**src/rtl/rom_loader.sv**
```systemverilog
// rom_loader: packs a UART byte stream into 32-bit words and writes them
// to the instruction ROM, holding the core in reset until the load is done.
// Params: BASE_ADDR, MAX_WORDS, TIMEOUT_CYCLES.
// Ports: clk, rst (async, active-low); start_i; rx_valid_i/rx_data_i/
//   rx_ready_o byte input; w_en_o/w_addr_o/w_data_o ROM write port;
//   busy_o, done_o, err_o, hold_o status.
// Option: define ROM_LOADER_CHECKSUM_EN for a trailing 32-bit checksum.
`timescale 1ns/1ps
module rom_loader #(
   parameter logic [31:0] BASE_ADDR      = 32'h0000_0000,
   parameter int unsigned MAX_WORDS      = 4096,
   parameter int unsigned TIMEOUT_CYCLES = 1_000_000
) (
   input  logic        clk,
   input  logic        rst,
   input  logic        start_i,
   input  logic        rx_valid_i,
   input  logic [7:0]  rx_data_i,
   output logic        rx_ready_o,
   output logic        w_en_o,
   output logic [31:0] w_addr_o,
   output logic [31:0] w_data_o,
   output logic        busy_o,
   output logic        done_o,
   output logic        err_o,
   output logic        hold_o
);

   localparam logic [31:0] MAX_W   = MAX_WORDS;
   localparam logic [31:0] TO_LAST = TIMEOUT_CYCLES - 1;

   typedef enum logic [2:0] {
      S_IDLE,
      S_HDR,
      S_DATA,
`ifdef ROM_LOADER_CHECKSUM_EN
      S_CSUM,
`endif
      S_DONE,
      S_ERR
   } state_t;

   state_t      state_q, state_d;
   logic [1:0]  byte_q, byte_d;
   logic [31:0] pack_q, pack_d;
   logic [31:0] word_q, word_d;
   logic [31:0] n_q, n_d;
   logic [31:0] to_q, to_d;
   logic        w_en_q, w_en_d;
   logic [31:0] w_addr_q, w_addr_d;
   logic [31:0] w_data_q, w_data_d;
`ifdef ROM_LOADER_CHECKSUM_EN
   logic [31:0] sum_q, sum_d;
`endif

   logic        xfer;
   logic        last;
   logic [31:0] asm_w;

   // Bytes shift in from the top so byte 0 ends up in [7:0].
   assign xfer  = rx_valid_i & rx_ready_o;
   assign last  = xfer & (byte_q == 2'd3);
   assign asm_w = {rx_data_i, pack_q[31:8]};

   always_ff @(posedge clk or negedge rst) begin
      if (!rst) begin
         state_q  <= S_IDLE;
         byte_q   <= '0;
         pack_q   <= '0;
         word_q   <= '0;
         n_q      <= '0;
         to_q     <= '0;
         w_en_q   <= 1'b0;
         w_addr_q <= BASE_ADDR;
         w_data_q <= '0;
`ifdef ROM_LOADER_CHECKSUM_EN
         sum_q    <= '0;
`endif
      end else begin
         state_q  <= state_d;
         byte_q   <= byte_d;
         pack_q   <= pack_d;
         word_q   <= word_d;
         n_q      <= n_d;
         to_q     <= to_d;
         w_en_q   <= w_en_d;
         w_addr_q <= w_addr_d;
         w_data_q <= w_data_d;
`ifdef ROM_LOADER_CHECKSUM_EN
         sum_q    <= sum_d;
`endif
      end
   end

   always_comb begin
      state_d  = state_q;
      byte_d   = byte_q;
      pack_d   = pack_q;
      word_d   = word_q;
      n_d      = n_q;
      to_d     = to_q;
      w_en_d   = 1'b0;
      w_addr_d = w_addr_q;
      w_data_d = w_data_q;
`ifdef ROM_LOADER_CHECKSUM_EN
      sum_d    = sum_q;
`endif
      if (busy_o) begin
         if (xfer) begin
            pack_d = asm_w;
            byte_d = byte_q + 2'd1;
            to_d   = '0;
         end else begin
            to_d = to_q + 32'd1;
         end
      end
      unique case (state_q)
         S_IDLE, S_DONE, S_ERR: begin
            if (start_i) begin
               state_d = S_HDR;
               byte_d  = '0;
               pack_d  = '0;
               word_d  = '0;
               to_d    = '0;
`ifdef ROM_LOADER_CHECKSUM_EN
               sum_d   = '0;
`endif
            end
         end
         S_HDR: begin
            if (last) begin
               n_d    = asm_w;
               word_d = '0;
               if (asm_w == 32'd0)
                  state_d = S_DONE;
               else if (asm_w > MAX_W)
                  state_d = S_ERR;
               else
                  state_d = S_DATA;
            end
         end
         S_DATA: begin
            if (last) begin
               w_en_d   = 1'b1;
               w_addr_d = BASE_ADDR + (word_q << 2);
               w_data_d = asm_w;
`ifdef ROM_LOADER_CHECKSUM_EN
               sum_d    = sum_q + asm_w;
`endif
               if (word_q == n_q - 32'd1) begin
`ifdef ROM_LOADER_CHECKSUM_EN
                  state_d = S_CSUM;
`else
                  state_d = S_DONE;
`endif
               end else begin
                  word_d = word_q + 32'd1;
               end
            end
         end
`ifdef ROM_LOADER_CHECKSUM_EN
         S_CSUM: begin
            if (last)
               state_d = (asm_w == sum_q) ? S_DONE : S_ERR;
         end
`endif
         default: state_d = S_IDLE;
      endcase
      // Idle gap expired: any half-built word is dropped, nothing written.
      if (busy_o && !xfer && to_q == TO_LAST)
         state_d = S_ERR;
   end

   always_comb begin
      rx_ready_o = 1'b0;
      busy_o     = 1'b0;
      done_o     = 1'b0;
      err_o      = 1'b0;
      hold_o     = 1'b1;
      unique case (state_q)
         S_HDR, S_DATA: begin
            rx_ready_o = 1'b1;
            busy_o     = 1'b1;
         end
`ifdef ROM_LOADER_CHECKSUM_EN
         S_CSUM: begin
            rx_ready_o = 1'b1;
            busy_o     = 1'b1;
         end
`endif
         S_DONE: begin
            done_o = 1'b1;
            hold_o = 1'b0;
         end
         S_ERR: err_o = 1'b1;
         default: ;
      endcase
   end

   assign w_en_o   = w_en_q;
   assign w_addr_o = w_addr_q;
   assign w_data_o = w_data_q;

endmodule
```
**config.mk**
```make
export PLATFORM = sky130hd
export DESIGN_NAME = rom_loader
export DESIGN_NICKNAME = d
export VERILOG_FILES = /design/src/rtl/rom_loader.sv
export SDC_FILE = /design/constraint.sdc
export NUM_CORES = 1
export LEC_CHECK = 0
export BUFFER_PORTS_ARGS = -buffer_cell sky130_fd_sc_hd__buf_2
export CAP_MARGIN = 20
export CORE_MARGIN = 3
export CORE_UTILIZATION = 35
export CTS_CLUSTER_DIAMETER = 200
export CTS_CLUSTER_SIZE = 25
export DETAILED_ROUTE_END_ITERATION = 8
export PLACE_DENSITY = 0.63
export SETUP_SLACK_MARGIN = 0.1
export SYNTH_ARGS = -nofsm -noshare
export SYNTH_HDL_FRONTEND = slang
export SYNTH_SLANG_ARGS = --single-unit
```
**constraint.sdc**
```tcl
create_clock -name clk -period 3 [get_ports clk]
set_input_delay 0.6 -clock clk [delete_from_list [all_inputs] [get_ports clk]]
set_output_delay 0.6 -clock clk [all_outputs]
set_load 0.005 [all_outputs]
```
## Word-level counts from Yosys, hierarchy flattened

Index checks and enable logic that the tools add are counted.

- Register bits: 196
- Latch bits: 0
- Memory bits (writable): 0
- Memory bits (read-only): 0
- Bits of input ports: 12
- Output and inout port bits: 70
- Word-level logic and storage cells: 74
- Memories: 0

- Add/sub/neg operators: 4
- Multiply operators: 0
- Divide/modulo/power cells: 0
- Magnitude comparators: 1
- Eq/ne operators: 15
- Shift-type cells: 0
- Multiplexer cells: 31
- Bitwise logic cells: 2
- Reduce and logical (&&, ||, !) cells: 12

Operator list:

| cell | number |
|---|---|
| $mux W32 | 12 |
| $pmux W32 S3 | 1 |
| $add A32 B1 Y32 const B | 2 |
| $eq A32 B20 Y1 const B | 1 |
| $eq A32 B32 Y1 | 1 |
| $gt A32 B13 Y1 const B | 1 |
| $logic_not A32 Y1 | 1 |
| $sub A32 B1 Y32 const B | 1 |
| $mux W3 | 7 |
| $ne A3 B3 Y1 const B | 4 |
| $pmux W3 S3 | 1 |
| $mux W2 | 4 |
| $ne A2 B2 Y1 const B | 4 |
| $eq A3 B2 Y1 const B | 2 |
| $mux W1 | 6 |
| $reduce_and A5 Y1 | 1 |
| $reduce_and A2 Y1 | 2 |
| $reduce_and A4 Y1 | 1 |
| $eq A3 B1 Y1 const B | 1 |
| $eq A3 B3 Y1 const B | 1 |
| $logic_not A3 Y1 | 1 |
| $reduce_bool A3 Y1 | 1 |
| $reduce_or A3 Y1 | 1 |
| $add A2 B1 Y2 const B | 1 |
| other kinds (5) | 7 |

## Depth between registers and ports, before layout

Gate-level depths: netlist of run 1.

- Depth in word-level cells: 9
- Gate-level depth with buffers: 13
- Depth with buffers taken out: 11

## Least setup slack after synthesis of run 1

OpenSTA, ideal clock, no wires.

- Path kind: reg-to-reg
- Start: reg n_q[4]
- End: reg word_q[10]
- Arrival: 3,113 ps
- Required time: 2,922 ps
- Slack: -191 ps
- Stages on the path, launching flop included: 12
- Buffers on the path: 2
- Clock period less this slack: 3,191 ps
- Cells stage by stage: dfrtp_1 -> buf_6 -> or4_4 -> or4_4 -> or4_1 -> nand4_1 -> nor4_1 -> nand4_2 -> o21ai_2 -> buf_6 -> or4_1 -> a21oi_1

- Longest elaborated chain between the ends: 4

RTL lines:

| element | line | source |
|---|---|---|
| start: declaration | 47 | `logic [31:0] n_q, n_d;` |
| start signal: assignment | 84 | `n_q <= n_d;` |
| $sub A32 B1 Y32 | 150 | `if (word_q == n_q - 32'd1) begin` |
| $eq A32 B32 Y1 | 150 |  |
| $ne A2 B2 Y1 (no line) | - |  |
| $reduce_and A5 Y1 (no line) | - |  |
| end signal: assignment | 83 | `word_q <= word_d;` |
| end: declaration | 46 | `logic [31:0] word_q, word_d;` |

Every way passes these cells.
A chain may end at the register's enable or synchronous reset.

## Worst setup path after layout of run 1

- Start: reg n_q[7]
- End: reg word_q[21]

The elaborated chain is that of the path after synthesis.

==> summary.md, run 1 <==
| Metric | Value |
|---|---|
| Design area | `11500 µm²` |
| IO Count | `82` |
| Clk Latency, worst-skew pair | `440 ps` |
| Via density | `5.40` |
| Comb power frac | `between 20 and 25%` |
| Filler cells | `approximately 2500` |
| Final setup violating endpoints | `32` |
| Pwr dens | `between 500 and 600 nW/µm²` |
| Count leader, synth | `dfrtp_1` |
| Largest net degree at the start of global routing | `83` |
| Final Max Slew Viols | `0` |
| Synth area leader | `dfrtp_1` |
| Max_slew headroom | `38.0%` |
| Yosys cell types | `59` |
| Avg Inst Size Synth | `between 10 and 15 µm²` |
| WL per Instance | `17.1 µm` |
| CP endpoint kind | `flip-flop` |
| Dpl hpwl | `17200 µm` |
| Share of total power in sequential cells | `46.2%` |
| Clock root buffer master | `clkbuf_16` |
| Max VDD drop | `between 0.4 and 0.5 mV` |
| Initial antenna violation count | `1` |
| Top cell type's share of synthesized area | `50.2%` |
| Layout cells sized above 1 | `32.1%` |
| Worst Setup Start Kind | `flip-flop` |
| DIE AREA | `28800 µm²` |
| Clock Pin Slew Worst Setup and Hold Paths | `roughly 80 ps` |
| Cells after Synth | `921` |
| Synthesis-to-layout area growth | `22.5%` |
| Number of buffers created by CTS | `17` |
| Final ANT Viol Nets | `0` |
| RR Startpoint | `n_q[7]` |
| Worst Path Required | `3370 ps` |
| Vias in the first global route | `approximately 7500` |
| Pre-CTS setup slack | `-215 ps` |
| Top post-synthesis cells by count | `dfrtp_1 (188), nand2_1 (104), mux2_2 (90), a21oi_1 (62), nor2_1 (61)` |
| Top cells by area, synth | `dfrtp_1 (50%), mux2_2 (11%), nand2_1 (4.2%)` |
| Period minus WS final | `3220 ps` |
| Drt drc | `0` |
| Pint | `between 4000 and 5000 µW` |
| Antenna cells | `0` |
| Hold Vio Cnt, Final | `0` |
| Max-Cap Viols | `0` |
| H-tree depth | `4` |
| Final Cycle Share | `107%` |
| CTS tree | `done` |
| Reg2reg setup slack | `-220 ps` |
| # port buffers | `79` |
| R2R cell count | `10` |
| Clock Sinks | `188` |
| Hold Path Class | `input port to async pin` |
| Worst-path fanout max | `9` |
| Row count | `59` |
| Die H | `170 µm` |
| Tot Pwr | `6810 µW` |
| Placed Area | `between 10000 and 15000 µm²` |
| Register area share after synthesis | `50.2%` |
| R2r endpoint | `word_q[21]` |
| Mapped cell area | `9380 µm²` |
| RSZ-0062 raised after global routing | `true` |
| Async S/R FF share, synth | `100%` |
| Hold Slack | `208 ps` |
| F_max | `0.311 GHz` |
| Final Worst Setup Slack | `-220 ps` |
| Post-layout util | `43.8%` |
| WP data arrival | `between 3000 and 4000 ps` |
| First-pass GRT wire length | `roughly 39000 µm` |
| Lkg Pwr | `0.00525 µW` |
| GRT Total Usage | `16.9%` |
| Outcome | `finished with violations` |
| Nets | `~1100` |
| Primary FF master, synth | `dfrtp_1` |
| Core area | `26200 µm²` |
| Initial DRC count | `roughly 500` |
| Initial Util | `35.8%` |
| Synthesis-stage register bit count | `188` |
| Routed vias | `7615` |
| Clock power share | `32.1%` |
| Post-synth EDFFs | `0` |
| Worst Setup Path Type | `flip-flop to flip-flop` |
| Clock Path Buffers | `2` |
| Failing checks | `negative setup slack` |
| Hold_buf cts | `0` |
| DRT Pass-1 Iters | `5` |
| Sw frac | `30.5%` |
| Post-Route Skew | `around 12 ps` |
| Worst slew pin tran | `926 ps` |
| Die width | `about 170 µm` |
| WL final | `24200 µm` |
| GPL Wtd Cong | `0.854` |
| Remaining global-route overflow | `0` |
| Switch Pwr | `2080 µW` |
| Number of synthesis warnings | `0` |
-- flip-flops by register name (all words and copies together), names as in the netlist --
register	count
n_q	32
word_q	32
w_data_o	32
byte_q	2
w_addr_o	30
pack_q	24
to_q	32
w_en_o	1
state_q	3
-- metrics by stage --
| stage | cells | setup TNS [ps] |
|---|---|---|
| after floorplan | 922 | -789 |
| after global placement | 1372 | -2300 |
| after detailed placement | 1372 | -4470 |
| after CTS | 1407 | -4050 |
| after global routing | 1410 | -6460 |
| final | 1410 | -3600 |
-- kinds of logic (layout without fill, tap and decap cells) --
family | count (synthesis) | after routing | synth area share (%)
other | 1 | 2 | 0.0400
XOR/XNOR | 60 | 60 | 5.60
multiplexers | 93 | 93 | 11.1
AO/OA/AOI/OAI | 146 | 146 | 9.18
buffers and inverters | 64 | 217 | 3.03
flip-flops | 188 | 188 | 50.2
AND/OR/NAND/NOR | 365 | 365 | 20.3
adder cells (fa/ha/maj) | 4 | 4 | 0.534
-- worst max-delay path: stages (launching register included) --
cell     delay (ps)
dfrtp_1         390
or4_4           540
or4_4           520
or4_4           480
nand4_1         130
nor4_2           70
nand4_2         150
o21ai_4          80
buf_12          150
or4_4           520
a21oi_2         120
-- metal layers --
layer	vias up	share of wire, %	GRT usage (%)
met5	-	0.054	0
met4	2	1.5	4.62
met3	30	4.5	3.59
met2	171	51	29.5
met1	3819	43	21.3
li1	3593	-	-
-- what timing repair did --
action	4_1_cts	5_1_grt
cloned	0	0
buffers inserted	3	3
gates resized for setup	8	46
pin swaps	9	20
endpoints found under the hold margin	0	0
setup endpoints to repair	33	37
-- power by group through the flow --
stage | registers [µW] | clock network (µW) | logic (µW)
3_3_place_gp | 3190 | 0 | 1400
5_1_grt | 3190 | 2350 | 1630
2_1_floorplan | 3150 | 0 | 836
3_5_place_dp | 3200 | 0 | 1440
4_1_cts | 3150 | 2240 | 1460
6_report | 3150 | 2190 | 1480
-- cells in the final DEF, fill, tap and decap left out, types with 4 or more instances in the layout --
cell type  instances
dfrtp_1          188
nand2_1          103
mux2_2            90
buf_4             80
buf_2             78
nor2_1            60
a21oi_1           52
xnor2_1           36
nand3_1           26
o21ai_0           24
xor2_1            24
nor4_1            24
nand4_1           23
or3_1             22
nor3_1            17
clkbuf_16         17
inv_1             13
or4_1             13
o21ai_1           12
a21oi_2           10
and2_1             9
and3_1             9
o211ai_1           9
nand2b_1           8
buf_6              8
or2_2              7
or4_4              7
o31ai_1            6
nor2b_1            5
nand3b_1           4
and4_1             4
nor4_2             4
a211o_1            4
o21a_1             4
inv_6              4
-- cell type report --
| type | instances | area, µm² | share of cell area, % |
|---|---|---|---|
| inverters | 15 | 56.3 | 0.490 |
| well taps | 335 | 419 | 3.65 |
| clock inverters | 14 | 129 | 1.12 |
| flip-flops and latches | 188 | 4700 | 41.0 |
| multi-input cells | 670 | 4590 | 40.0 |
| clock buffers | 18 | 429 | 3.74 |
| repair buffers | 170 | 1150 | 10.1 |
-- worst max path at each step --
stage | start | end | slack, ps
floorplan | n_q[5] | word_q[10] | -110
global placement | n_q[14] | word_q[21] | -150
detailed placement | n_q[5] | word_q[29] | -220
CTS | n_q[7] | word_q[21] | -220
global route | n_q[14] | word_q[21] | -280
finish | n_q[7] | word_q[21] | -220
No activity file was read; power rests on OpenSTA's default activity.
==> run 2: changes to the inputs <==
Settings changed: BUFFER_PORTS_ARGS -buffer_cell sky130_fd_sc_hd__buf_2 to default, DONT_BUFFER_PORTS from default to 1, PLACE_DENSITY 0.63 to 0.61.
==> run 2 against run 1 <==
The flow finishes with violations (negative hold slack, negative setup slack). Die area is the same. First-iteration DRC count decreased by 7.6%. Sequential share of layout area increased by 1.6 points. Sequential power is 2% higher. Non-clock buffer count down 87. Worst hold slack got worse by 360 ps. Clock-buffer cell count is 1 higher. Combinational power is 25% lower. Cell area shrank 3.8%. Utilization is 1.6 points lower. Via count decreased by 6.3%. Critical endpoint is now word_q[31]. Highest routed layer is now met4.
==> summary.md, run 2 (synthesis gave the netlist of run 1 again) <==
| Metric | Value |
|---|---|
| Outcome | `finished with violations` |
| Failing checks | `negative hold slack, negative setup slack` |
| Final ANT Viol Nets | `0` |
| Clock Pin Slew Worst Setup and Hold Paths | `80 ps` |
| Final setup TNS | `-4510 ps` |
| Pwr dens | `roughly 600 nW/µm²` |
| CTS tree | `done` |
| WP data arrival | `~3600 ps` |
| F_max | `0.306 GHz` |
| Post-route insts no fill | `1323` |
| Initial DRC count | `around 460` |
| Post-Route Skew | `about 12 ps` |
| Dpl hpwl | `between 15000 and 20000 µm` |
| Most frequent cells in the layout | `dfrtp_1 (188), nand2_1 (103), mux2_2 (90)` |
| Initial Util | `35.8%` |
| Max-Cap Viols | `0` |
| WL final | `23500 µm` |
| Initial antenna violation count | `0` |
| Max_slew headroom | `33.9%` |
| Critical Path Max Stage Delay | `550 ps` |
| Final setup violating endpoints | `30` |
| Max VDD drop | `0.356 mV` |
| DRT Pass-1 Iters | `5` |
| Die H | `about 170 µm` |
| Clk Latency, worst-skew pair | `around 440 ps` |
| CP bufs+invs | `2` |
| Core area | `26200 µm²` |
| Pre-CTS setup slack | `-237 ps` |
| Dpl cells | `between 1000 and 1500` |
| RR Startpoint | `n_q[7]` |
| H-tree depth | `4` |
| Hold Slack | `-149 ps` |
| Final Cycle Share | `109%` |
| R2R cell count | `11` |
| Vias in the first global route | `7344` |
| Most frequent cell on the critical path | `or4_4` |
| GPL Wtd Cong | `approximately 0.86` |
| WL per Instance | `between 15 and 20 µm` |
| GRT Total Usage | `16.8%` |
| Slowest library cell on the worst path | `or4_4` |
| Design area | `between 10000 and 15000 µm²` |
| DIE AREA | `28800 µm²` |
| RSZ-0062 raised after global routing | `true` |
| Hold Path Class | `input port to async pin` |
| IO Count | `between 80 and 90` |
| Most common cell after layout, fill and taps aside | `dfrtp_1` |
| Final Worst Setup Slack | `-267 ps` |
| Worst Setup Start Kind | `flip-flop` |
| Routed vias | `7135` |
| R2r endpoint | `word_q[31]` |
| Period minus WS final | `3270 ps` |
| # port buffers | `0` |
| Worst path cell trace | `or4_4 > or4_4 > or4_4 > nand4_1 > nor4_2 > nand4_2 > o21ai_4 > buf_12 > buf_8 > or4_1 > a21oi_1` |
| Clock Sinks | `188` |
| Worst Setup Path Type | `flip-flop to flip-flop` |
| Die width | `170 µm` |
| Worst slew pin tran | `988 ps` |
| Antenna cells | `0` |
| Number of buffers created by CTS | `17` |
| Clock Path Buffers | `2` |
| Final Max Slew Viols | `0` |
| Synthesis-to-layout area growth | `17.9%` |
| Largest net degree at the start of global routing | `approximately 190` |
| Lkg Pwr | `0.00486 µW` |
| Worst Path Required | `3360 ps` |
| Remaining global-route overflow | `0` |
| Hold Vio Cnt, Final | `about 190` |
| Nets | `between 900 and 1000` |
| Crit path max-delay family | `simple AND/OR/NAND/NOR gates` |
| Layout cells sized above 1 | `26.1%` |
| Clock root buffer master | `clkbuf_16` |
| CP endpoint kind | `flip-flop` |
| Reg2reg setup slack | `-270 ps` |
| Via density | `5.39` |
| First-pass GRT wire length | `38800 µm` |
| Placed Area | `approximately 10000 µm²` |
| Row count | `59` |
| Drt drc | `0` |
| Worst-path fanout max | `6` |
## run 2: stage by stage
stage	total power, µW	utilization [%]
5_1_grt	7010	42.2
3_5_place_dp	4360	39.0
4_1_cts	6720	41.6
6_report	6650	42.2
2_1_floorplan	3990	-
3_3_place_gp	4330	39.0
## run 2: layer usage
metal  part of all wire, %  up-vias  wire (µm)  GRT usage, %
li1                      -     3410          -             -
met1                    44     3568      10400          21.2
met2                    50      136      11700          28.6
met3                   4.3       21       1000          4.10
met4                   1.4        0        334          5.09
met5                     0        -          0             0
## run 2: cell type report
cell class | instances | area (µm²)
multi-input cells | 670 | 4590
clock inverters | 13 | 148
clock buffers | 19 | 453
fillers | 2472 | 15200
inverters | 15 | 56.3
well taps | 335 | 419
repair buffers | 83 | 683
flip-flops and latches | 188 | 4700
## run 2: report_power, final
group	internal, µW	switching [µW]
Combinational	588	526
Sequential	2890	333
Clock	1230	1090
Total	4700	1950
## run 2: how the worst max path moves through the flow
stage            start         end  slack (ps)  cells after the start
2_1_floorplan   n_q[5]  word_q[10]        -110                     11
3_3_place_gp   n_q[14]  word_q[21]        -180                     10
3_5_place_dp    n_q[0]  word_q[21]        -240                     10
4_1_cts         n_q[2]  word_q[31]        -220                     11
5_1_grt         n_q[7]  word_q[25]        -360                     12
6_report        n_q[7]  word_q[31]        -270                     11
## run 2: repair_timing
| action | in CTS | in global routing |
|---|---|---|
| gates resized for setup | 11 | 35 |
| setup endpoints to repair | 32 | 40 |
| setup buffers | 3 | 2 |
| endpoints found under the hold margin | 188 | 188 |
| pin swaps | 12 | 21 |
==> run 3: changes to the inputs <==
Settings changed: PLACE_DENSITY 0.61 to default.
==> run 3 against run 2 <==
The run still ends with negative hold slack, negative setup slack left. Utilization about the same. Routed wire length fell by 0.77%. Non-clock buffer count is 5 higher. Worst setup slack improved by 6.9 ps. Sequential share of layout area about the same. Combinational power grew 5%. Maximum frequency rose by 0.21%. Sequential cell count did not move. Largest power group unchanged.
==> summary.md, run 3 (synthesis gave the netlist of run 1 again) <==
| Metric | Value |
|---|---|
| Hold Vio Cnt, Final | `~190` |
| Filler cells | `2522` |
| RR Startpoint | `n_q[5]` |
| Initial DRC count | `521` |
| Worst-path fanout max | `6` |
| Clock Pin Slew Worst Setup and Hold Paths | `80 ps` |
| Sw frac | `29.4%` |
| DIE AREA | `28800 µm²` |
| GRT busiest layer | `met2` |
| GPL Wtd Cong | `0.849` |
| Layout cells sized above 1 | `25.9%` |
| Most common cell after layout, fill and taps aside | `dfrtp_1` |
| R2r endpoint | `word_q[21]` |
| Synthesis-to-layout area growth | `18.0%` |
| Antenna cells | `0` |
| Met2 usage | `27.7%` |
| Largest net degree at the start of global routing | `189` |
| Max VDD drop | `between 0.3 and 0.4 mV` |
| Die width | `170 µm` |
| Period minus WS final | `3260 ps` |
| Worst Path Required | `3370 ps` |
| Clock root buffer master | `clkbuf_16` |
| Worst slew pin tran | `895 ps` |
| IO Count | `82` |
| Failing checks | `negative hold slack, negative setup slack` |
| Final setup violating endpoints | `32` |
| Share of total power in sequential cells | `49.3%` |
| Dpl hpwl | `about 16000 µm` |
| Via density | `5.39` |
| Final Worst Setup Slack | `-260 ps` |
| Final Cycle Share | `109%` |
| Final ANT Viol Nets | `0` |
| Hold Path Class | `input port to async pin` |
| F_max | `0.307 GHz` |
| Hold Slack | `-147 ps` |
| Clock Sinks | `between 150 and 200` |
| WL final | `23300 µm` |
| Row count | `59` |
| Final setup TNS | `-4830 ps` |
| DRT Pass-1 Iters | `5` |
| H-tree depth | `4` |
| WP data arrival | `3630 ps` |
| WL per Instance | `about 18 µm` |
| Routed vias | `about 7200` |
| Final Max Slew Viols | `0` |
| Clk Latency, worst-skew pair | `between 400 and 500 ps` |
| Worst Setup Start Kind | `flip-flop` |
| Outcome | `finished with violations` |
| Met3 GRT Util | `4.08%` |
| Post-Route Skew | `10.9 ps` |
| Switch Pwr | `1920 µW` |
| First-pass GRT wire length | `38300 µm` |
| Number of buffers created by CTS | `17` |
| Pwr dens | `591 nW/µm²` |
| Vias in the first global route | `7126` |
| Nets | `996` |
| CP startpoint | `n_q[5]` |
| CTS tree | `done` |
| Worst Setup Path Type | `flip-flop to flip-flop` |
| CP endpoint kind | `flip-flop` |
| Most frequent cells in the layout | `dfrtp_1 (188), nand2_1 (103), mux2_2 (90)` |
| Pint | `between 4000 and 5000 µW` |
| Core area | `roughly 26000 µm²` |
| Max-Cap Viols | `0` |
| RSZ-0062 raised after global routing | `true` |
| GRT Total Usage | `16.6%` |
| Initial Util | `35.8%` |
| Lkg Pwr | `0.00486 µW` |
| Clock power share | `between 30% and 40%` |
| Comb power frac | `17.7%` |
| Drt drc | `0` |
| Max_slew headroom | `40.1%` |
| # port buffers | `0` |
| M1 GR Usage | `21.6%` |
| R2R cell count | `10` |
| Clock Path Buffers | `2` |
| Design area | `around 11000 µm²` |
| Remaining global-route overflow | `0` |
| Placed Area | `between 10000 and 15000 µm²` |
| Initial antenna violation count | `0` |
| Reg2reg setup slack | `-260 ps` |
| Die H | `170 µm` |
[run 3: worst max path at each step]
| stage | depth (start not counted) | endpoint | slack (ps) |
|---|---|---|---|
| after floorplan | 11 | word_q[10] | -110 |
| after global placement | 10 | word_q[21] | -180 |
| after detailed placement | 10 | word_q[21] | -200 |
| after CTS | 10 | word_q[21] | -210 |
| after global routing | 10 | word_q[21] | -370 |
| final | 10 | word_q[21] | -260 |
[run 3: area by class of cell]
cell class	count	area, µm²	share of cell area [%]
Sequential cell	188	4700	42.5
Multi-Input combinational cell	670	4590	41.5
Timing Repair Buffer	88	737	6.66
Clock buffer	19	443	4.00
Tap cell	335	419	3.79
Clock inverter	13	108	0.973
Inverter	15	56.3	0.509
[run 3: critical path, cell delays in order (launching register included)]
cell and delay [ps]:
dfrtp_1 410, or4_4 530, or4_4 510, or4_4 480, nand4_1 120, nor4_2 60
nand4_2 120, o21ai_4 110, buf_12 180, or4_4 520, a21oi_2 140
[run 3: what timing repair did]
item / in CTS / in global routing
pin swaps: 7 / 14
gates resized for setup: 10 / 30
buffers inserted: 6 / 2
hold endpoints to repair: 188 / 188
setup endpoints to repair: 32 / 40
gates cloned: 1 / 0
[run 3: layer usage]
layer / share of wire (%) / wire (µm) / vias to the layer above
li1: - / - / 3419
met1: 45 / 10500 / 3585
met2: 49 / 11500 / 131
met3: 4.6 / 1070 / 24
met4: 1.1 / 267 / 0
met5: 0 / 0 / -
[run 3: power by group through the flow]
| stage | clock (µW) | combinational, µW | sequential [µW] |
|---|---|---|---|
| after floorplan | 0 | 836 | 3150 |
| after CTS | 2220 | 1130 | 3230 |
| after detailed placement | 0 | 1070 | 3280 |
| final | 2160 | 1160 | 3220 |
| after global placement | 0 | 1050 | 3270 |
| after global routing | 2310 | 1290 | 3270 |
[run 3: stage by stage]
step,hold WS [ps],instances,worst slack (ps),utilization (%),total power (µW)
finish,-147,1328,-260,42.2,6530
global route,-174,1328,-370,42.2,6870
CTS,-164,1326,-214,41.6,6590
detailed placement,313,1287,-204,39.0,4360
global placement,313,1287,-183,39.0,4330
floorplan,304,922,-111,-,3990
